$ cat config.mk
export PLATFORM = sky130hd
export DESIGN_NAME = serial_adder_ctrl
export DESIGN_NICKNAME = d
export VERILOG_FILES = /design/src/rtl/adder_pkg.sv /design/src/rtl/full_adder.sv /design/src/rtl/half_adder.sv /design/src/rtl/serial_adder_ctrl.sv
export SDC_FILE = /design/constraint.sdc
export NUM_CORES = 1
export LEC_CHECK = 0
export CORE_UTILIZATION = 50
export CTS_BUF_LIST = sky130_fd_sc_hd__clkbuf_16
export CTS_CLUSTER_DIAMETER = 120
export CTS_CLUSTER_SIZE = 20
export DETAILED_ROUTE_END_ITERATION = 10
export DONT_BUFFER_PORTS = 1
export GPL_ROUTABILITY_DRIVEN = 0
export SLEW_MARGIN = 20
export SYNTH_ARGS = -nofsm -noshare
export SYNTH_HDL_FRONTEND = slang
export SYNTH_HIERARCHICAL = 1
export SYNTH_SLANG_ARGS = --single-unit
$ cat constraint.sdc
create_clock -name clk_i -period 6.96 [get_ports clk_i]
set_input_delay 1.044 -clock clk_i [delete_from_list [all_inputs] [get_ports clk_i]]
set_output_delay 1.044 -clock clk_i [all_outputs]
set_load 0.01 [all_outputs]
$ cat src/rtl/adder_pkg.sv
// rtl/adder_pkg.sv - shared state encoding and default width for the serial adder
package adder_pkg;

    localparam int DEFAULT_WIDTH = 8;

    typedef enum logic [1:0] {
        IDLE = 2'd0,
        LOAD = 2'd1,
        RUN  = 2'd2,
        DONE = 2'd3
    } state_t;

endpackage

$ cat src/rtl/full_adder.sv
// rtl/full_adder.sv - 1-bit full adder built from two half adders and an OR
module full_adder (
    input  logic a,
    input  logic b,
    input  logic cin,
    output logic sum,
    output logic cout
);

    logic s0;
    logic c0;
    logic c1;

    half_adder u_ha0 (
        .a     (a),
        .b     (b),
        .sum   (s0),
        .carry (c0)
    );

    half_adder u_ha1 (
        .a     (s0),
        .b     (cin),
        .sum   (sum),
        .carry (c1)
    );

    assign cout = c0 | c1;

endmodule

$ cat src/rtl/half_adder.sv
// rtl/half_adder.sv - 1-bit half adder
module half_adder (
    input  logic a,
    input  logic b,
    output logic sum,
    output logic carry
);

    assign sum   = a ^ b;
    assign carry = a & b;

endmodule

$ cat src/rtl/serial_adder_ctrl.sv
// rtl/serial_adder_ctrl.sv - bit-serial WIDTH-bit adder, LSB first, one bit per clock
module serial_adder_ctrl
    import adder_pkg::*;
#(
    parameter int WIDTH = DEFAULT_WIDTH
) (
    input  logic             clk_i,
    input  logic             rst_i,
    input  logic             start_i,
    input  logic [WIDTH-1:0] a_i,
    input  logic [WIDTH-1:0] b_i,
    input  logic             c_i,
    output logic             ready_o,
    output logic             busy_o,
    output logic             done_o,
    output logic [WIDTH-1:0] sum_o,
    output logic             c_o
);

    // One extra counter bit so the count can reach WIDTH without wrapping.
    localparam int CNT_W = $clog2(WIDTH) + 1;
    localparam int IDX_W = $clog2(WIDTH);

    state_t             state;
    logic [CNT_W-1:0]   cnt;
    logic [WIDTH-1:0]   a_q;
    logic [WIDTH-1:0]   b_q;
    logic               carry_q;
    // Holds the WIDTH-1 sum bits produced so far; the final bit comes
    // straight from the adder on the last RUN edge.
    logic [WIDTH-2:0]   sh_q;

    logic               bit_a;
    logic               bit_b;
    logic               fa_sum;
    logic               fa_cout;
    logic [WIDTH-1:0]   sh_cat;
    logic               last_bit;

    assign bit_a    = a_q[cnt[IDX_W-1:0]];
    assign bit_b    = b_q[cnt[IDX_W-1:0]];
    assign sh_cat   = {fa_sum, sh_q};
    assign last_bit = (cnt == CNT_W'(WIDTH - 1));

    full_adder u_fa (
        .a    (bit_a),
        .b    (bit_b),
        .cin  (carry_q),
        .sum  (fa_sum),
        .cout (fa_cout)
    );

    // Controller FSM with operand capture, serial shift and result update.
    always_ff @(posedge clk_i) begin
        if (rst_i) begin
            state   <= IDLE;
            cnt     <= '0;
            a_q     <= '0;
            b_q     <= '0;
            carry_q <= 1'b0;
            sh_q    <= '0;
            sum_o   <= '0;
            c_o     <= 1'b0;
        end else begin
            case (state)
                IDLE: begin
                    if (start_i) begin
                        a_q     <= a_i;
                        b_q     <= b_i;
                        carry_q <= c_i;
                        cnt     <= '0;
                        state   <= LOAD;
                    end
                end
                LOAD: begin
                    state <= RUN;
                end
                RUN: begin
                    sh_q    <= sh_cat[WIDTH-1:1];
                    carry_q <= fa_cout;
                    cnt     <= cnt + CNT_W'(1);
                    if (last_bit) begin
                        sum_o <= sh_cat;
                        c_o   <= fa_cout;
                        state <= DONE;
                    end
                end
                DONE: begin
                    state <= IDLE;
                end
                default: begin
                    state <= IDLE;
                end
            endcase
        end
    end

    assign ready_o = (state == IDLE);
    assign busy_o  = (state == LOAD) || (state == RUN);
    assign done_o  = (state == DONE);

endmodule

==> out/results.tsv <==
metric	value	unit
worst skew pair latency	0.27	ns
wire per inst	13.0	µm
routed wire length	3030	µm
PostCTS Resize Cnt	0	
Mapped Cells	194	
PortBufs	0	
most frequent cell after synthesis	nand2_1	
Mean Syn Cell Area	8.71	µm²
FF-to-FF path depth	8	
part of the power in combinational logic	25.3	%
hpwl dp	2150	µm
status	complete, no violations	
Hold Path Origin	a_q[6]	
Seq/Total Area, Yosys	46.2	%
Syn-to-layout area delta	7.33	%
crit path time final	2.56	ns
async set-reset flop share out of synthesis	0	%
number of fill cells	298	
Post-Route Setup TNS	0	ns
DRT antenna net count	0	
Root Driver	clkbuf_16	
hold slack	0.447	ns
max-cap violation count	0	
CP endpoint kind	flip-flop	
global route overflow	0	
Fin Clk Skew	0.00334	ns
crit-path max FO	8	
Most used DFF post-synth	dfxtp_1	
Critical Path Start Type	flip-flop	
fraction of layout cells with a size suffix above 1	4.79	%
Die X	60.1	µm
Hold Crit Depth	2	
WP data required	7.12	ns
ANT cells	0	
Num Clock Sinks	39	
Synth top area share	46.2	%
EDFF count, synth	0	
clock share of power	32.0	%
Distinct cells, synth	29	
mapped cell area	1690	µm²
vias in the first global route	1182	
initial antenna violation count	0	
Core Area	3130	µm²
Post-CTS Hold Fix Bufs	0	
die area	3620	µm²
crit path from	cnt[1]	
P_sw	191	µW
Synthesis Warnings	6	
final setup margin	4.40	ns
Core Rows	20	
leakage	0.000665	µW
Total GRT Usage	19.2	%
dpl ws	4.41	ns
ranking of synthesized cells by area	dfxtp_1 (46%), nand2_1 (12%), a21oi_1 (8.3%), mux4_1 (6.2%), mux2i_1 (4.7%)	
Num CTS Buffers	5	
effective utilization at floorplan	54.0	%
iteration count of the initial detailed-routing pass	4	
Pint	446	µW
Via-to-Cell Ratio	5.41	
CTS Buffer Depth	2	
design area	1810	µm²
1st-iter DRT viols	44	
R2R Path Start	cnt[1]	
IO Count	32	
dominant cell type by area after synthesis	dfxtp_1	
critical path arrival	2.72	ns
flops & latches, synth	39	
# setup viols final	0	
DR DRC count	0	
CTS clock-pin slew for the worst setup and hold paths	0.05	ns
sequential power share	42.8	%
Placed Area	1690	µm²
largest net degree at the start of global routing	42	
VDD IR-drop max	0.000162	V
post-CTS setup buffer count	0	
H-tree Lvls	2	
Least-Margin Pin Slew	0.767	ns
Max Slew Vio Count	0	
kind of critical path	reg2reg	
commonest cells in the netlist	nand2_1 (54), dfxtp_1 (39), a21oi_1 (28), nor2_1 (13), mux2i_1 (8)	
Final Cycle Share	36.7	%
relative slew slack	48.9	%
Tightest Hold Check Type	reg2reg	
final core utilization	58.0	%
pwr/cell area	351	nW/µm²
Fmax	391	MHz
first-pass GRT wire length	5090	µm
Post-Syn Nets	220	
RSZ-0062 raised after global routing	no	
CTS tree	yes	
overall die height	60.1	µm
Vias	1255	
nets	215	
Hold Vio Cnt, Final	0	
sw frac	30.0	%
## through the flow
stage,instances,power [µW]
global placement,226,433
CTS,232,644
global route,232,680
detailed placement,226,441
finish,232,637
floorplan,194,415
## registers in the layout (all words and copies together), names as in the netlist
name     count
a_q          8
b_q          8
sum_o        8
sh_q         7
cnt          4
state        2
c_o          1
carry_q      1
## metal layers
metal	track usage [%]	vias to the layer above	routed length [µm]
met2	31.2	26	1480
li1	-	643	-
met1	22.2	582	1360
met3	8.44	4	146
met5	0	-	0
met4	6.98	0	42
## critical path: stages (launching register included)
cell,delay [ns]
dfxtp_1,0.53
mux4_1,0.60
mux2_2,0.28
ha_1,0.30
ha_1,0.19
or2_1,0.23
nand3b_1,0.15
o221ai_1,0.10
nor2_1,0.06
## layout make-up
class / count / area, µm² / share of cell area [%]
Clock buffer: 5 / 125 / 6.90
Inverter: 4 / 15.0 / 0.828
Multi-Input combinational cell: 139 / 835 / 46.0
Tap cell: 44 / 55.1 / 3.03
Sequential cell: 39 / 781 / 43.0
Clock inverter: 1 / 3.75 / 0.207
## worst paths after layout
kind	end	slack (ns)
max reg2reg	carry_q	4.40
max	carry_q	4.40
min	a_q[6]	0.45
min reg2reg	a_q[6]	0.45
## kinds of logic after synthesis
group	after synthesis	share of synthesized area [%]
AO/OA/AOI/OAI	36	11.8
buffers and inverters	16	4.44
adder cells (fa/ha/maj)	6	4.44
flip-flops	39	46.2
multiplexers	14	12.3
AND/OR/NAND/NOR	83	20.8
## power groups by stage
| stage | sequential [µW] | clock [µW] | combinational [µW] |
|---|---|---|---|
| 2_1_floorplan | 270 | 0 | 145 |
| 3_3_place_gp | 277 | 0 | 156 |
| 3_5_place_dp | 277 | 0 | 164 |
| 4_1_cts | 273 | 208 | 164 |
| 5_1_grt | 277 | 219 | 184 |
| 6_report | 272 | 204 | 161 |
## cells in the final DEF, fill, tap and decap left out
cell type  count
o21ai_0        2
o311ai_0       1
mux2i_1        8
nand3b_1       4
a32oi_1        1
mux4_1         4
nand3_1        1
nor2_2         1
o221ai_1       1
or2_1          1
nand2b_1       3
dfxtp_1       39
inv_1          5
o22a_1         1
nor2b_1        1
a22oi_1        1
mux2_2         2
ha_1           6
clkbuf_16      5
nor2_1        13
nand2_1       54
o21bai_1       1
nor3_1         3
and2_1         1
or2_2          1
a21oi_1       28
Note: power is estimated with default switching activity, not from simulation.
